<file path="config.mk">
export PLATFORM = sky130hd
export DESIGN_NAME = fm_ctrl_sequencer
export DESIGN_NICKNAME = d
export VERILOG_FILES = /design/src/rtl/fm_ctrl_sequencer.sv
export SDC_FILE = /design/constraint.sdc
export NUM_CORES = 1
export LEC_CHECK = 0
export CAP_MARGIN = 20
export CORE_MARGIN = 2
export CORE_UTILIZATION = 40
export DETAILED_ROUTE_END_ITERATION = 8
export PLACE_DENSITY = 0.7
export REMOVE_ABC_BUFFERS = 1
export SYNTH_ARGS = -nofsm -noshare
export SYNTH_HDL_FRONTEND = slang
export SYNTH_SLANG_ARGS = --single-unit
export TNS_END_PERCENT = 10
</file>
<file path="constraint.sdc">
create_clock -name clock -period 3.15 [get_ports clock]
set_input_delay 0.945 -clock clock [delete_from_list [all_inputs] [get_ports clock]]
set_output_delay 0.945 -clock clock [all_outputs]
set_load 0.005 [all_outputs]
</file>
<file path="src/rtl/fm_ctrl_sequencer.sv">
// fm_ctrl_sequencer: clock-enable divider and coefficient streamer for the
// stereo FM modulator datapath. Coefficients are double-buffered (shadow ->
// active) and the active set is streamed MSB first once per 48 kHz frame.
`timescale 1ns/1ps
module fm_ctrl_sequencer #(
    parameter int CLK_DIV = 512,
    parameter int COEF_W  = 18
) (
    input  logic              clock,
    input  logic              reset,
    input  logic              enable,
    input  logic              cfg_we,
    input  logic [1:0]        cfg_sel,
    input  logic [COEF_W-1:0] cfg_data,
    output logic              cfg_pending,
    output logic              clken192kHz,
    output logic              clken48kHz,
    output logic [1:0]        phase,
    output logic              coef_sync,
    output logic              Ks,
    output logic              Kd,
    output logic              Kp,
    output logic              Kf
);

    localparam int CNT_W = (CLK_DIV > 1) ? $clog2(CLK_DIV) : 1;
    localparam int BIT_W = (COEF_W > 1) ? $clog2(COEF_W) : 1;

    typedef enum logic [1:0] {
        ST_IDLE,
        ST_RUN,
        ST_STREAM
    } state_t;

    state_t             state_q;
    state_t             state_d;
    logic [CNT_W-1:0]   cnt_q;
    logic [1:0]         phase_q;
    logic [BIT_W-1:0]   bit_q;
    logic [COEF_W-1:0]  shadow_q [4];
    logic [COEF_W-1:0]  active_q [4];
    logic               pending_q;

    logic               running;
    logic               tick192;
    logic               tick48;
    logic               boundary;
    logic               last_bit;
    logic [BIT_W-1:0]   bit_idx;

    assign running  = (state_q != ST_IDLE);
    assign tick192  = running && (cnt_q == CNT_W'(CLK_DIV - 1));
    assign tick48   = tick192 && (phase_q == 2'd3);
    // A boundary only commits while the sequencer stays enabled; dropping
    // enable on that very cycle leaves the pending update for the next run.
    assign boundary = tick48 && (state_q == ST_RUN) && enable;
    assign last_bit = (bit_q == BIT_W'(COEF_W - 1));
    assign bit_idx  = BIT_W'(COEF_W - 1) - bit_q;

    // State register
    always_ff @(posedge clock or negedge reset) begin
        if (!reset) begin
            state_q <= ST_IDLE;
        end else begin
            state_q <= state_d;
        end
    end

    // Next-state logic: enable low always wins and forces IDLE
    always_comb begin
        state_d = state_q;
        case (state_q)
            ST_IDLE: begin
                if (enable) state_d = ST_RUN;
            end
            ST_RUN: begin
                if (!enable)       state_d = ST_IDLE;
                else if (boundary) state_d = ST_STREAM;
            end
            ST_STREAM: begin
                if (!enable)       state_d = ST_IDLE;
                else if (last_bit) state_d = ST_RUN;
            end
            default: state_d = ST_IDLE;
        endcase
    end

    // Divider, sub-frame phase and stream bit counter; all held at zero in IDLE
    always_ff @(posedge clock or negedge reset) begin
        if (!reset) begin
            cnt_q   <= '0;
            phase_q <= '0;
            bit_q   <= '0;
        end else if (!enable || state_q == ST_IDLE) begin
            cnt_q   <= '0;
            phase_q <= '0;
            bit_q   <= '0;
        end else begin
            if (tick192) begin
                cnt_q   <= '0;
                phase_q <= phase_q + 2'd1;
            end else begin
                cnt_q   <= cnt_q + CNT_W'(1);
            end
            if (state_q == ST_STREAM && !last_bit) begin
                bit_q <= bit_q + BIT_W'(1);
            end else begin
                bit_q <= '0;
            end
        end
    end

    // Shadow writes, frame-boundary transfer to active set, pending flag.
    // A write coinciding with the boundary lands in shadow only, so the
    // transfer uses the pre-edge shadow and pending remains set.
    always_ff @(posedge clock or negedge reset) begin
        if (!reset) begin
            for (int i = 0; i < 4; i++) begin
                shadow_q[i] <= '0;
                active_q[i] <= '0;
            end
            pending_q <= 1'b0;
        end else begin
            if (cfg_we) begin
                shadow_q[cfg_sel] <= cfg_data;
            end
            if (boundary) begin
                for (int i = 0; i < 4; i++) begin
                    active_q[i] <= shadow_q[i];
                end
                pending_q <= cfg_we;
            end else if (cfg_we) begin
                pending_q <= 1'b1;
            end
        end
    end

    // Output decode: everything derives from registered state, so an
    // asynchronous reset zeroes the outputs without waiting for an edge
    always_comb begin
        clken192kHz = tick192;
        clken48kHz  = tick48;
        phase       = phase_q;
        cfg_pending = pending_q;
        coef_sync   = 1'b0;
        Ks          = 1'b0;
        Kd          = 1'b0;
        Kp          = 1'b0;
        Kf          = 1'b0;
        if (state_q == ST_STREAM) begin
            coef_sync = (bit_q == '0);
            Ks        = active_q[0][bit_idx];
            Kd        = active_q[1][bit_idx];
            Kp        = active_q[2][bit_idx];
            Kf        = active_q[3][bit_idx];
        end
    end

endmodule

</file>
-- After elaboration in Yosys (flattened, before gate mapping)
Cells that the tools add are included.
- register bits after elaboration: 163
- add/sub/neg operators: 4
- $lt $le $gt $ge: 3
- equal/unequal tests: 8
- multiplexer cells: 30
- bitwise operators: 1
- reduce and logical (&&, ||, !) cells: 15
- operators with widths (cell ; count):
    72-bit bitwise mux ; 1
    18-bit demux with 2-bit select ; 1
    1-bit binary-select mux with 5-bit select ; 4
    18-bit 2-to-1 mux ; 1
    9-bit 2-to-1 mux ; 2
    2-bit 2-to-1 mux ; 7
    1-bit 2-to-1 mux ; 11
    5-bit 2-to-1 mux ; 2
    9-bit by 1-bit adder with 9-bit output (second input constant) ; 1
    9-bit == test (second input constant) ; 1
    1-bit logical AND ; 6
    5-bit by 6-bit < comparator with 1-bit output (second input constant) ; 1
    3-bit inequality test (second input constant) ; 2
    2-bit one-hot mux with 3 select lines ; 1
    2-bit nonzero test ; 3
    5-bit by 1-bit adder with 5-bit output (second input constant) ; 1
    5-bit == test (second input constant) ; 1
    5-bit logical NOT ; 1
    5-bit subtractor (first input constant) ; 1
    2-bit == test (second input constant) ; 2
    3-bit greater-or-equal comparator (second input constant) ; 1
    3-bit by 1-bit < comparator with 1-bit output (second input constant) ; 1
    2-bit NOT with 3-bit output ; 1
    3-bit AND reduction ; 1
    other kinds (6) ; 7

-- Depth between registers and ports, before layout
Gate-level depths: netlist of run 1.
- word-level depth: 8
- depth in mapped cells: 9
- depth with buffers taken out: 8

-- Least setup slack after synthesis of run 1
OpenSTA, ideal clock, no wires.
- path type: reg-to-output
- start point: reg bit_q[1]
- end point: out Kf
- arrival: 2.096 ns
- required time: 2.205 ns
- path slack: 0.109 ns
- cell stages (with the launch flop): 10
- cell sequence: dfrtp_1 -> buf_6 -> buf_2 -> inv_1 -> ha_1 -> buf_2 -> mux4_2 -> mux2_2 -> nand2_1 -> a31oi_1
- word-level cells in the longest chain between the ends: 4
- RTL lines (what ; line ; source):
    start: declaration ; 39 ; logic [BIT_W-1:0] bit_q;
    start signal: assignment ; 106 ; bit_q <= bit_q + BIT_W'(1);
    5-bit subtractor ; 58 ; assign bit_idx = BIT_W'(COEF_W - 1) - bit_q;
    1-bit binary-select mux with 5-bit select ; 155 ; Kf = active_q[3][bit_idx];
    1-bit 2-to-1 mux (implied by the code) ; 155 ;
    1-bit 2-to-1 mux ; 150 ; if (state_q == ST_STREAM) begin
    end: declaration ; 23 ; output logic Kf
No other way between the ends. The select of a mux whose other input is x is not followed.

-- Worst setup path in the final report of run 1
Ends and elaborated chain as after synthesis.

==> qor.yml, run 1 <==
status:
  outcome: "complete, but fails checks"
  violations: "setup timing"
cells_and_area:
  layout.cells.most_common_list: "sky130_fd_sc_hd__dfrtp_1 (163), sky130_fd_sc_hd__mux2_2 (126), sky130_fd_sc_hd__clkdlybuf4s50_1 (28)"
  area_used_by_multi_input_combinational_logic_um2: 2890
  num_antenna_cells: 0
  fin_cells: 746
  layout.cells.most_common: "sky130_fd_sc_hd__dfrtp_1"
  seq_area_um2: 4080
  fillerInstances: 1453
  finish.utilization_pct: 49.0
  post_route_cells_drive_above_1_share_pct: 42.6
  synthToLayoutAreaGrowth_pct: 20.4
  nNetsFinal: 542
worst_setup_path:
  cp-end-kind: "primary output"
  crit_path_category: "reg2out"
  crit_path_start: "bit_q[1]$_DFF_PN0_"
  cp_data_arrival_time_ps: 2220
  path_buf_inv: 2
  path_max_fanout: 7
  startpoint_type: "flop"
  critical_path.reg2reg.startpoint: "cnt_q[0]$_DFF_PN0_"
  critical_path.slowest_cell: "sky130_fd_sc_hd__dfrtp_1"
  timing.critical_path.slowest_cell_delay_ps: 420
  timing.critical_path.max_delay_family: "multiplexers"
  crit_path_cell_trace: "inv_2 -> ha_4 -> mux4_2 -> mux2_2 -> nand2_1 -> a31oi_2 -> clkdlybuf4s15_1"
  cp.required_ps: 2200
placement:
  dp.cells: 709
  place_hpwl_um: 8890
  pre_cts_ws_ps: -9.09
  place.gp.congestion: 0.831
  place.port_buffers: 33
route:
  dr_total_vias: 3882
  drt-initial-drc-count: 219
  antenna_left: 0
  detail_route.wl_per_cell_um: 18.2
  drt_wl_total_um: 13600
  route.detailed.drc: 0
  viasPerCell: 5.20
  drt_pre_antenna_iters: 4
clocking:
  cts_sinks: 163
  number_of_levels_the_h_tree_was_split_into: 4
  cts_tree: "built"
  cts_made_buffers: 17
  number_of_hold_repair_buffers_added_at_the_cts_stage: 0
  cts_max_path_buffers: 2
  worst_setup_hold_path_clk_slew_ps: 60
  clock-root-buffer: "sky130_fd_sc_hd__clkbuf_16"
  clock_latency_on_the_worst_skew_pair_ps: 410
global_route:
  remaining_global_route_overflow: 0
  grt_pass1_wl_um: 22700
  global_route.usage.total_pct: 16.2
  grt_antenna_before_repair: 0
  grt_max_degree: 74
  grt_pass1_vias: 4278
job:
  total_of_max_cap_violations: 0
timing:
  grt_setup_unrepaired: "true"
  number_of_hold_violations_in_the_final_report: 0
  relSlewSlack_pct: 59.8
  fin_tns_setup_ps: -18.2
  max_freq_mhz: 316
  slew_viol_final: 0
  postLayoutSetupSlackWorst_ps: -18.2
  setup_viol: 1
  transition_time_at_the_pin_with_the_least_slew_margin_ps: 604
  post-route-period-util_pct: 101
  final_period_minus_worst_setup_slack_ps: 3170
  fin_skew_ps: 4.28
  worst_hold_slack_ps: 486
floorplan:
  die_h_um: 136
  floorplan.rows: 48
  die-area_um2: 18500
  die_x_um: 136
  ports: 34
  core_area_um2: 17200
  initial_core_util_pct: 40.7
yosys:
  synthesis.area_per_instance_um2: 15.2
  ys_warn_count: 0
  synthesis.instances: 458
  synth.ff_latch_count: 163
  seq_area_frac_synth_pct: 58.4
  synth.cell_area_um2: 6980
  synthDistinctLibCells: 39
worst_hold_path:
  min_from: "active_q[2]$_DFFE_PN0P_"
  min-delay-path-class: "reg2reg"
pwr:
  worst_ir_drop_vdd_mv: 0.314
  power-per-cell-area_nw_per_um2: 554
  cellLeakagePower_nw: 3.75
[routing by layer]
metal,global-route usage (%),wire length [um],up-vias
met1,21.1,6310,2053
met3,4.14,392,12
met4,5.15,176,0
met5,0,0,-
met2,26.5,6710,56
li1,-,-,1761
[cell usage after synthesis (all sizes together)]
master	count	share of area [%]
xor2	5	0.63
o41ai	2	0.36
o21ai	5	0.36
nand2b	3	0.27
inv	9	0.48
nand2	11	0.63
a21o	1	0.11
nor2b	2	0.18
buf	17	2.0
nor3	5	0.52
and4	1	0.13
mux2	149	24
nand3b	3	0.32
a21oi	2	0.14
dfrtp	163	58
or3b	1	0.13
ha	7	1.3
mux2i	8	1.1
nand3	8	0.57
o211ai	1	0.11
nor2	17	0.91
nor3b	1	0.11
o21a	1	0.11
or3	2	0.18
and3	4	0.36
clkbuf	4	0.21
mux4	16	5.2
o221ai	3	0.38
or2	1	0.090
xnor2	4	0.50
o21ba	1	0.14
a31oi	1	0.090
[final timing paths]
check / end / slack, ps / cells past startpoint
max in group asynchronous: shadow_q[14]$_DFFE_PN0P_ / 1940 / 2
hold / removal: active_q[2]$_DFFE_PN0P_ / 490 / 1
hold reg to reg: active_q[2]$_DFFE_PN0P_ / 490 / 1
min in group asynchronous: active_q[42]$_DFFE_PN0P_ / 510 / 1
setup reg to reg: active_q[65]$_DFFE_PN0P_ / 850 / 8
setup / recovery: Kf / -20 / 7
[sequential cells by signal (all words and copies together), names as in the netlist]
signal       flops
active_q        72
bit_q            5
cfg_pending      1
cnt_q            9
phase            2
shadow_q        72
state_q          2
[stage by stage]
| step | power, mW | area [um^2] |
|---|---|---|
| CTS | 4.71 | 8370 |
| global route | 4.84 | 8410 |
| finish | 4.66 | 8410 |
| detailed placement | 2.70 | 7600 |
| global placement | 2.67 | 7600 |
| floorplan | 2.54 | 6830 |
[where the power goes]
part	switching, mW	leakage, nW	total (mW)	internal, mW
sequential	0.0916	2.12	2.36	2.27
clock	0.742	0.288	2.00	1.25
combinational	0.122	1.35	0.296	0.174
total	0.955	3.75	4.66	3.70
[cells by family after synthesis]
family                   Yosys count  synth area share (%)
multiplexers                     173                  30.3
adder cells (fa/ha/maj)            7                  1.25
buffers and inverters             30                  2.70
AO/OA/AOI/OAI                     17                  1.79
flip-flops                       163                  58.4
XOR/XNOR                           9                  1.13
AND/OR/NAND/NOR                   59                  4.39
[timing repair]
| action | CTS | global route |
|---|---|---|
| buffers inserted | 8 | 0 |
| gates resized for setup | 42 | 6 |
| pin swaps | 10 | 1 |
| setup endpoints to repair | 6 | 7 |
[final cells by class]
type | count | share of cell area, %
sequential | 163 | 48.5
clock inverter | 5 | 0.892
multi-input combinational | 265 | 34.4
tap | 225 | 3.35
inverter | 9 | 0.402
timing repair buffer | 55 | 6.50
clock buffer | 24 | 5.96
Power figures use the tool's default switching activity.
==> inputs of run 2 (changes only) <==
- HOLD_SLACK_MARGIN: unset -> 0.06
==> results of run 2 <==
Final layout, timing and power as in run 1 (identical DEF).
